## config.mk

```make
export PLATFORM = sky130hd
export DESIGN_NAME = rally_referee
export DESIGN_NICKNAME = d
export VERILOG_FILES = /design/src/rtl/tennis_pkg.sv /design/src/rtl/rally_referee_btn_edge.sv /design/src/rtl/rally_referee.sv
export SDC_FILE = /design/constraint.sdc
export NUM_CORES = 1
export LEC_CHECK = 0
export BUFFER_PORTS_ARGS = -buffer_cell sky130_fd_sc_hd__buf_2
export CORE_MARGIN = 4
export CORE_UTILIZATION = 30
export DETAILED_ROUTE_END_ITERATION = 10
export PLACE_DENSITY = 0.5
export SYNTH_ARGS = -nofsm -noshare
export SYNTH_HDL_FRONTEND = slang
export SYNTH_SLANG_ARGS = --single-unit
```

## constraint.sdc

```tcl
create_clock -name clk -period 5.1 [get_ports clk]
set_input_delay 0 -clock clk [delete_from_list [all_inputs] [get_ports clk]]
set_output_delay 0 -clock clk [all_outputs]
set_load 0.01 [all_outputs]
```

## src/rtl/tennis_pkg.sv

```systemverilog
// Shared definitions for the tennis game: court width, score width,
// referee state encoding and player ids.
package tennis_pkg;

  localparam int LED_W   = 16;  // ball-position bar width shared with the ball mover
  localparam int SCORE_W = 4;   // score counter width (max 15)

  // Referee states
  typedef enum logic [1:0] {
    S_SERVE = 2'd0,
    S_RALLY = 2'd1,
    S_POINT = 2'd2,
    S_OVER  = 2'd3
  } state_t;

  // Player ids; also used as index into per-player vectors
  localparam logic P1 = 1'b0;
  localparam logic P2 = 1'b1;

  // Per-player registered command pulses, indexed by player id
  typedef struct packed {
    logic [1:0] serve;
    logic [1:0] hit;
    logic [1:0] point;
  } pulses_t;

endpackage

```

## src/rtl/rally_referee_btn_edge.sv

```systemverilog
// Rising-edge detector for one debounced button level. The previous level
// is registered; a press is a cycle where the level is high but was low.
module btn_edge (
  input  logic clk,
  input  logic reset,
  input  logic btn,
  output logic press
);

  logic btn_q;

  // Remember last cycle's level so a held button never re-triggers
  always_ff @(posedge clk) begin
    if (reset) btn_q <= 1'b0;
    else       btn_q <= btn;
  end

  assign press = btn & ~btn_q;

endmodule

```

## src/rtl/rally_referee.sv

```systemverilog
// Rally referee: judges serves, returns and misses from the ball bar and
// player buttons, keeps score and declares the winner. All command pulses
// are registered, one clk after the qualifying sample.
module rally_referee
  import tennis_pkg::*;
#(
  parameter int N_LED       = LED_W,
  parameter int WIN_SCORE   = 7,
  parameter int POINT_TICKS = 4
) (
  input  logic               clk,
  input  logic               reset,
  input  logic               tick,
  input  logic [N_LED-1:0]   led,
  input  logic               btn_p1,
  input  logic               btn_p2,
  output logic               serve_p1,
  output logic               serve_p2,
  output logic               hit_p1,
  output logic               hit_p2,
  output logic               point_p1,
  output logic               point_p2,
  output logic [SCORE_W-1:0] score_p1,
  output logic [SCORE_W-1:0] score_p2,
  output logic               game_over,
  output logic               winner
);

  localparam int TICK_W = (POINT_TICKS > 1) ? $clog2(POINT_TICKS) : 1;

  state_t                    state;
  logic                      server;    // who serves next
  logic                      expect_p;  // end the ball is travelling toward
  logic [1:0][SCORE_W-1:0]   score;
  logic [TICK_W-1:0]         tick_cnt;
  pulses_t                   pul;
  logic [1:0]                press;

  // One edge detector per player, indexed by player id
  btn_edge u_edge [1:0] (
    .clk   (clk),
    .reset (reset),
    .btn   ({btn_p2, btn_p1}),
    .press (press)
  );

  // On a miss the point goes to the player the ball was NOT heading for
  logic               scorer;
  logic [SCORE_W-1:0] next_pts;
  logic               at_end;

  assign scorer   = ~expect_p;
  assign next_pts = score[scorer] + 1'b1;
  assign at_end   = (expect_p == P1) ? led[N_LED-1] : led[0];

  // Referee FSM with score and post-point tick counters
  always_ff @(posedge clk) begin
    if (reset) begin
      state     <= S_SERVE;
      server    <= P1;
      expect_p  <= P2;
      score     <= '0;
      tick_cnt  <= '0;
      pul       <= '0;
      game_over <= 1'b0;
      winner    <= P1;
    end else begin
      pul <= '0;
      case (state)
        S_SERVE: begin
          if (press[server]) begin
            pul.serve[server] <= 1'b1;
            expect_p          <= ~server;
            state             <= S_RALLY;
          end
        end
        S_RALLY: begin
          // Ball off the court wins over any same-cycle return
          if (led == '0) begin
            pul.point[scorer] <= 1'b1;
            score[scorer]     <= next_pts;
            server            <= scorer;
            tick_cnt          <= '0;
            if (next_pts == SCORE_W'(WIN_SCORE)) begin
              state     <= S_OVER;
              game_over <= 1'b1;
              winner    <= scorer;
            end else begin
              state <= S_POINT;
            end
          end else if (press[expect_p] && at_end) begin
            pul.hit[expect_p] <= 1'b1;
            expect_p          <= ~expect_p;
          end
        end
        S_POINT: begin
          if (tick) begin
            if (tick_cnt == TICK_W'(POINT_TICKS - 1)) begin
              tick_cnt <= '0;
              state    <= S_SERVE;
            end else begin
              tick_cnt <= tick_cnt + 1'b1;
            end
          end
        end
        S_OVER:  ;
        default: state <= S_SERVE;
      endcase
    end
  end

  assign serve_p1 = pul.serve[P1];
  assign serve_p2 = pul.serve[P2];
  assign hit_p1   = pul.hit[P1];
  assign hit_p2   = pul.hit[P2];
  assign point_p1 = pul.point[P1];
  assign point_p2 = pul.point[P2];
  assign score_p1 = score[P1];
  assign score_p2 = score[P2];

endmodule

```

# Yosys cells after proc, flatten, opt, wreduce, memory -nomap -nowiden
# Cells that the tools add are included.
# op_classes
mux	30
eq_ne	10
bitwise	11
n_addsub	2
n_reduce_logical	17
order_cmp	6
# op_table
cell	count
logical NOT 16 bit	1
two-way mux 2 bit	7
two-way mux 1 bit	12
two-way mux 4 bit	3
inequality test 2 bit (second input constant)	6
inverter 1 bit	9
bitwise mux 8 bit	1
less-than comparator 1 x 2 -> 1 bit (second input constant)	3
case mux 2 bit (3 select lines)	1
AND reduction 3 bit	2
OR reduction 3 bit	2
AND reduction 5 bit	1
adder 4 x 1 -> 4 bit (second input constant)	1
demux 4 bit (select 1 bit)	1
equality test 2 bit (second input constant)	2
equality test 4 x 3 -> 1 bit (second input constant)	1
logical AND 1 bit	4
case mux 2 bit (2 select lines)	1
AND reduction 4 bit	1
nonzero test 2 bit	2
OR reduction 4 bit	1
demux 1 bit (select 1 bit)	3
>= comparator 1 bit (second input constant)	3
nonzero test 3 bit	1
other kinds (6)	7
# word_totals
word_cells	89
reg_bits	24
in_bits	21
out_inout_bits	16

# Longest topological paths before layout
# Gate-level depths: netlist (run 1).
# logic_depth
ltp_word	8
ltp_mapped	7
depth_no_buf	6

# Modules after synthesis
# A second synthesis (run 1) with hierarchy kept.
# unflattened
cells_unflattened	117
hier_area_um2	1218.7
# by_module_without_submodules
module	area_per_inst_um2	n_inst	seq_area_each_um2	cells_each
rally_referee	1123.6	1	440.4	111
btn_edge	47.5	2	20.0	3

# Worst setup path before layout (run 1)
# No wires, ideal clock.
# synth_path
path_kind	register to register
startpoint	register expect_p
endpoint	register winner
n_path_buf	1
setup_ns	0.116
required_ns	4.984
path_stages_with_launch	8
period_less_slack_ns	1.918
path_slack_ns	3.182
t_arrival_ns	1.802
cell_sequence	dfxtp_1 -> buf_2 -> mux2_2 -> ha_1 -> xnor2_1 -> and4b_1 -> a21oi_1 -> a41o_1
# synth_via
elab_chain_len	5
word_cells_on_any_way	6
classes_between	add/sub: 1; eq/ne: 1; mux: 2; bitwise: 1; reduce/logical: 1
# synth_rtl
element	line	source
start, declared	rally_referee.sv:33	logic expect_p;
start signal, assigned	rally_referee.sv:73	expect_p <= ~server;
start signal, assigned	rally_referee.sv:93	expect_p <= ~expect_p;
two-way mux 4 bit (not written as such) (2 in series)	rally_referee.sv:53	assign next_pts = score[scorer] + 1'b1;
adder 4 x 1 -> 4 bit	rally_referee.sv:53	
equality test 4 x 3 -> 1 bit	rally_referee.sv:84	if (next_pts == SCORE_W'(WIN_SCORE)) begin
AND reduction 3 bit (no line)	n/a	
end signal, assigned	rally_referee.sv:87	winner <= scorer;
end, declared	rally_referee.sv:26	output logic winner
# Parallel ways exist; a longest one is shown, timed or not. The select of a mux whose other input is x is not followed.
# A chain may end at the register's enable or synchronous reset.

# Worst setup path after layout (run 1)
# Ends and elaborated chain as after synthesis.

==> results.sh, run 1 <==
export IMPL_avgViaCountPerCell=4.915
export IMPL_cp_slowest_stage_delay_ns=0.70
export IMPL_wire_length_of_the_first_global_routing_pass_mm=4.071
export IMPL_synth_edf_count=0
export IMPL_met1_track_demand_over_resource_in_global_routing=0.1271
export IMPL_core_region_area_um2=3416
export IMPL_boundaryPins=37
export IMPL_tritoncts="yes"
export IMPL_timing_critical_path_fanout_max=14
export IMPL_commonest_non_fill_non_tap_cell_in_the_layout="sky130_fd_sc_hd__buf_2"
export IMPL_synth_cells=115
export IMPL_clock_slew_seen_by_the_registers_of_the_worst_setup_and_hold_paths_ns=0.13
export IMPL_final_setup_viols=0
export IMPL_floorplan_die_area_um2=4675
export IMPL_portBuffers=36
export IMPL_critPathLaunchType="register"
export IMPL_grt_util_met2=0.2142
export IMPL_detail_route_first_pass_iterations=4
export IMPL_synth_top_family_by_area="simple AND/OR/NAND/NOR gates"
export IMPL_final_period_utilization=0.4177
export IMPL_critPathKind="register to register"
export IMPL_maxCapViolations=0
export IMPL_synth_top_flop_cell="sky130_fd_sc_hd__dfxtp_1"
export IMPL_ys_seq_area_frac=0.4394
export IMPL_grt_met3_usage=0.04105
export IMPL_place_gp_congestion=0.7492
export IMPL_antennaDiodeCount=0
export IMPL_floorplan_initialDensity=0.3201
export IMPL_ys_seq_elements=24
export IMPL_yosys_area_share_adder=0.03432
export IMPL_clock_root_buffer="sky130_fd_sc_hd__clkbuf_4"
export IMPL_syn_to_final_growth_pct=26.32
export IMPL_preCtsSetupSlack_ns=2.959
export IMPL_layout_cells_sized_above_1=0.2987
export IMPL_setup_tns_ns=0
export IMPL_maxSlewHeadroom=0.6289
export IMPL_post_synth_mux_area_share=0.05835
export IMPL_synthArstFlopShare=0
export IMPL_slew_violations=0
export IMPL_global_route_peak_usage_layer="met2"
export IMPL_endpoint_kind="register"
export IMPL_die_height_um=68.38
export IMPL_overflow=0
export IMPL_share_of_synthesized_cell_area_in_and_or_nand_and_nor_gates=0.2941
export IMPL_final_nets=179
export IMPL_synth_compound_area_share=0.09840
export IMPL_clock_insertion_delay_worst_skew_ns=0.31
export IMPL_maxClockFrequency_ghz=0.4694
export IMPL_count_of_final_hold_check_violations=0
export IMPL_worst_slew_pin_slew_ns=0.5558
export IMPL_finClkSkew_ns=0.005198
export IMPL_crit_arrival_ns=2.36
export IMPL_distinct_cell_type_count_after_synthesis=39
export IMPL_outcome="complete, no violations"
export IMPL_yosys_area_share_xor_xnor=0.04005
export IMPL_hold_path_class="input port to register"
export IMPL_post_dp_hpwl_mm=1.962
export IMPL_layout_cells_most_common_list="sky130_fd_sc_hd__buf_2 (36), sky130_fd_sc_hd__dfxtp_1 (24), sky130_fd_sc_hd__nor2_1 (13), sky130_fd_sc_hd__nor4_1 (6), sky130_fd_sc_hd__a21oi_1 (6)"
export IMPL_h_tree_lvls=1
export IMPL_grt_setup_unrepaired="no"
export IMPL_syn_cell_area_um2=1094
export IMPL_peakVddDrop_mv=0.1326
export IMPL_antenna_violations_before_repair=0
export IMPL_final_period_minus_worst_setup_slack_ns=2.130
export IMPL_route_vias_total=983
export IMPL_first_global_vias=928
export IMPL_remaining_drc_errors=0
export IMPL_cts_inserted_buffers=3
export IMPL_routed_wl_mm=2.593
export IMPL_initialDrtViolationCount=30
export IMPL_syn_area_per_cell_um2=9.509
export IMPL_clock_sink_count=24
export IMPL_final_critical_path_setup_slack_ns=2.970
export IMPL_routed_length_per_placed_instance_um=12.97
export IMPL_rows=21
export IMPL_largest_net_degree_at_the_start_of_global_routing=20
export IMPL_postRouteAntennaNets=0
export IMPL_critical_path_required_ns=5.33
export IMPL_clockBufferDepth=2
export IMPL_p_leak_nw=0.6230
export IMPL_critical_path_cell_chain="mux2_2 > ha_1 > xnor2_1 > and4b_1 > a21oi_1 > a41o_1"
export IMPL_floorplan_die_width_um=68.38
export IMPL_ys_warn_count=0
export IMPL_power_per_cell_area_nw_per_um2=231.8
export IMPL_synth_net_count=139
export IMPL_gr_usage_all_layers=0.1171
export IMPL_critPathSlowestCell="sky130_fd_sc_hd__dfxtp_1"
==> power breakdown <==
part | switching (mW) | internal (mW)
Clock | 0.0567 | 0.0436
Sequential | 0.00399 | 0.190
Combinational | 0.0121 | 0.0137
==> metal layers <==
metal / vias to the layer above / share of wire
met2: 35 / 0.47
met5: - / 0
met4: 0 / 0.0096
met3: 4 / 0.074
li1: 496 / -
met1: 448 / 0.44
==> state kept, by name, summed over array words and instances, names as in the netlist, 2 cells and up <==
| signal | flops |
|---|---|
| tick_cnt | 2 |
| u_edge.btn_q | 2 |
| score_p2 | 4 |
| state | 2 |
| score_p1 | 4 |
==> logic make-up (layout without fill, tap and decap cells) <==
kind of cell,after synthesis,count (layout)
AOI/OAI and AO/OA,16,16
and+or+nand+nor,51,51
DFF,24,24
adders and majority gates,3,3
xor gates and xnor gates,5,5
muxes,6,6
buffers and inverters,10,49
==> area by class of cell <==
class / instances / area, µm²
fill: 369 / 2034
multi-input combinational: 81 / 574.3
sequential: 24 / 480.5
timing repair buffer: 39 / 210.2
tap: 46 / 57.56
clock buffer: 4 / 36.28
inverter: 6 / 22.52
==> critical path: cells and delay by family (launching register included) <==
family / cells / cell delay, ns
DFF: 1 / 0.70
muxes: 1 / 0.42
adders and majority gates: 1 / 0.23
xor gates and xnor gates: 1 / 0.14
and+or+nand+nor: 1 / 0.28
AOI/OAI and AO/OA: 2 / 0.28
==> per-stage QoR <==
stage	instance area (µm²)	total power [mW]	utilization	cells	hold slack, ns
floorplan	1094	0.2112	-	115	0.1282
global placement	1315	0.2219	0.3850	193	0.2398
detailed placement	1315	0.2225	0.3850	193	0.2497
CTS	1381	0.3272	0.4044	200	0.04931
global route	1381	0.3385	0.4044	200	0.05129
finish	1381	0.3202	0.4044	200	0.05648
==> timing repair <==
item / in CTS / in global routing
hold endpoints to repair: 4 / 0
hold buffers: 3 / 0
setup buffers: 0 / 0
resized for setup: 0 / 0
==> synthesized netlist by cell type, drive strengths merged (2+ instances only) <==
cell    count  area [µm²]
dfxtp      24       480.5
nor2       13       48.80
a21oi       6       30.03
nor4        6       37.54
inv         5       18.77
xnor2       5       43.79
nand2       4       15.01
nand3       4       20.02
nor3        4       42.54
clkbuf      3       11.26
ha          3       37.54
mux2        3       33.78
mux2i       3       30.03
nor2b       3       18.77
nor3b       3       22.52
a211oi      2       15.01
a31oi       2       12.51
and3        2       12.51
and4b       2       21.27
nand4b      2       17.52
==> path summary, 6_finish.rpt <==
kind | from | cells after the start | endpoint | slack [ns]
worst max-delay path | expect_p | 6 | winner | 2.97
worst min register to register | game_over | 2 | game_over | 0.48
worst min-delay path | reset | 2 | score_p2[0] | 0.06
worst max register to register | expect_p | 6 | winner | 2.97
No activity file was read; power rests on OpenSTA's default activity.
==> run 2: changes to the inputs <==
--- a/config.mk
+++ b/config.mk
@@ -9,7 +9,7 @@
 export CORE_MARGIN = 4
 export CORE_UTILIZATION = 30
 export DETAILED_ROUTE_END_ITERATION = 10
-export PLACE_DENSITY = 0.5
+export PLACE_DENSITY = 0.52
 export SYNTH_ARGS = -nofsm -noshare
 export SYNTH_HDL_FRONTEND = slang
 export SYNTH_SLANG_ARGS = --single-unit
==> constraint.sdc (replaced) <==
create_clock -name clk -period 1.9 [get_ports clk]
set_input_delay 0 -clock clk [delete_from_list [all_inputs] [get_ports clk]]
set_output_delay 0 -clock clk [all_outputs]
set_load 0.01 [all_outputs]
==> run 2 against run 1 <==
Critical path depth is the same; design area grew 1.4%; final cell count is 1.5% higher; worst setup slack got worse by 2.8 ns; power grew to 2.6 times the previous value; first-iteration DRC count increased by 10%; die area unchanged; critical path type unchanged; critical endpoint unchanged.
==> results.sh, run 2 (same netlist as run 1, synthesis figures left out) <==
export IMPL_outcome="complete, no violations"
export IMPL_nFillCells=358
export IMPL_final_period_minus_worst_setup_slack_ns=1.777
export IMPL_floorplan_die_area_um2=4675
export IMPL_final_nets=183
export IMPL_clock_root_buffer="sky130_fd_sc_hd__clkbuf_4"
export IMPL_slew_violations=0
export IMPL_floorplan_die_width_um=68.38
export IMPL_maxSlewHeadroom=0.7133
export IMPL_commonest_non_fill_non_tap_cell_in_the_layout="sky130_fd_sc_hd__buf_2"
export IMPL_power_per_cell_area_nw_per_um2=584.9
export IMPL_maxCapViolations=0
export IMPL_route_vias_total=990
export IMPL_overflow=0
export IMPL_preCtsSetupSlack_ns=0.07386
export IMPL_final_critical_path_setup_slack_ns=0.1227
export IMPL_postRouteAntennaNets=0
export IMPL_p_leak_nw=0.6333
export IMPL_routed_wl_mm=2.578
export IMPL_portBuffers=36
export IMPL_clock_insertion_delay_worst_skew_ns=0.31
export IMPL_critical_path_required_ns=2.12
export IMPL_floorplan_initialDensity=0.3201
export IMPL_placedInstanceArea_um2=1345
export IMPL_timing_critical_path_fanout_max=4
export IMPL_gr_usage_all_layers=0.1161
export IMPL_tritoncts="yes"
export IMPL_layout_cells_sized_above_1=0.3248
export IMPL_finalCoreUtilization=0.4099
export IMPL_core_region_area_um2=3416
export IMPL_clock_slew_seen_by_the_registers_of_the_worst_setup_and_hold_paths_ns=0.13
export IMPL_clockBufferDepth=2
export IMPL_layout_area_seq_um2=481.7
export IMPL_antenna_violations_before_repair=0
export IMPL_initialDrtViolationCount=33
export IMPL_place_gp_congestion=0.7888
export IMPL_boundaryPins=37
export IMPL_detail_route_first_pass_iterations=4
export IMPL_maxClockFrequency_ghz=0.5627
export IMPL_crit_arrival_ns=2.00
export IMPL_setup_tns_ns=0
export IMPL_die_height_um=68.38
export IMPL_rows=21
export IMPL_clock_sink_count=24
export IMPL_final_setup_viols=0
export IMPL_routed_length_per_placed_instance_um=12.70
export IMPL_finish_instance_area_um2=1400
export IMPL_final_period_utilization=0.9354
export IMPL_critPathLaunchType="register"
export IMPL_count_of_final_hold_check_violations=0
export IMPL_finClkSkew_ns=0.004381
export IMPL_syn_to_final_growth_pct=28.03
export IMPL_worst_slew_pin_slew_ns=0.4262
export IMPL_wire_length_of_the_first_global_routing_pass_mm=4.112
export IMPL_first_global_vias=915
export IMPL_antennaDiodeCount=0
export IMPL_avgViaCountPerCell=4.877
export IMPL_multi_input_area_um2=575.6
export IMPL_layout_cells_most_common_list="sky130_fd_sc_hd__buf_2 (36), sky130_fd_sc_hd__dfxtp_1 (23), sky130_fd_sc_hd__nor2_1 (13), sky130_fd_sc_hd__nor4_1 (6), sky130_fd_sc_hd__a21oi_1 (6)"
export IMPL_h_tree_lvls=1
export IMPL_post_dp_hpwl_mm=1.945
export IMPL_hold_path_class="input port to register"
export IMPL_largest_net_degree_at_the_start_of_global_routing=20
export IMPL_cts_inserted_buffers=3
export IMPL_peakVddDrop_mv=0.3203
export IMPL_endpoint_kind="register"
export IMPL_p_total_mw=0.8189
export IMPL_grt_setup_unrepaired="no"
export IMPL_critPathKind="register to register"
export IMPL_remaining_drc_errors=0
-- run 2: cell types whose count changed in the layout (fill, tap and decap cells not counted) --
cell	delta
sky130_fd_sc_hd__and4b_1	-1
sky130_fd_sc_hd__dfxtp_2	+1
sky130_fd_sc_hd__clkbuf_8	-1
sky130_fd_sc_hd__buf_4	+4
sky130_fd_sc_hd__dfxtp_1	-1
sky130_fd_sc_hd__and4b_2	+1
-- run 2: layout make-up --
type	instances	area share
Clock buffer	3	0.01609
Inverter	6	0.01609
Multi-Input combinational cell	81	0.4111
Sequential cell	24	0.3441
Tap cell	46	0.04111
Timing Repair Buffer	43	0.1716
-- run 2: through the flow --
step	hold slack (ns)	instances
after global placement	0.2367	197
after detailed placement	0.2409	197
after global routing	0.06237	203
after CTS	0.06465	203
after floorplan	0.1282	115
final	0.06739	203
-- run 2: report_power, final --
| group | internal, mW | switching (mW) |
|---|---|---|
| Sequential | 0.511 | 0.00574 |
| Combinational | 0.0423 | 0.0395 |
| Clock | 0.0741 | 0.147 |
-- run 2: worst max-delay path, stage by stage, from the launching register on --
cell and delay (ns):
sky130_fd_sc_hd__dfxtp_2 0.38, sky130_fd_sc_hd__mux2_2 0.36, sky130_fd_sc_hd__ha_1 0.23, sky130_fd_sc_hd__xnor2_1 0.16
sky130_fd_sc_hd__and4b_2 0.29, sky130_fd_sc_hd__a21oi_1 0.08, sky130_fd_sc_hd__a41o_1 0.20
-- run 2: per-layer routing --
layer | track usage | share of wire | up-vias
li1 | - | - | 504
met2 | 0.1841 | 0.45 | 37
met3 | 0.04433 | 0.080 | 0
met5 | 0 | 0 | -
met1 | 0.1531 | 0.47 | 449
met4 | 0.01489 | 0 | 0
-- run 2: final timing paths --
path,startpoint,end,slack [ns],depth (start not counted)
min reg2reg,game_over,game_over,0.48,2
max,expect_p,winner,0.12,6
max reg2reg,expect_p,winner,0.12,6
min,reset,score_p2[3],0.07,2
-- run 2: what timing repair did --
action,CTS,global route
buffers inserted,0,0
hold buffers,3,0
gates resized for setup,0,2
hold endpoints to repair,4,0
setup endpoints to repair,0,1
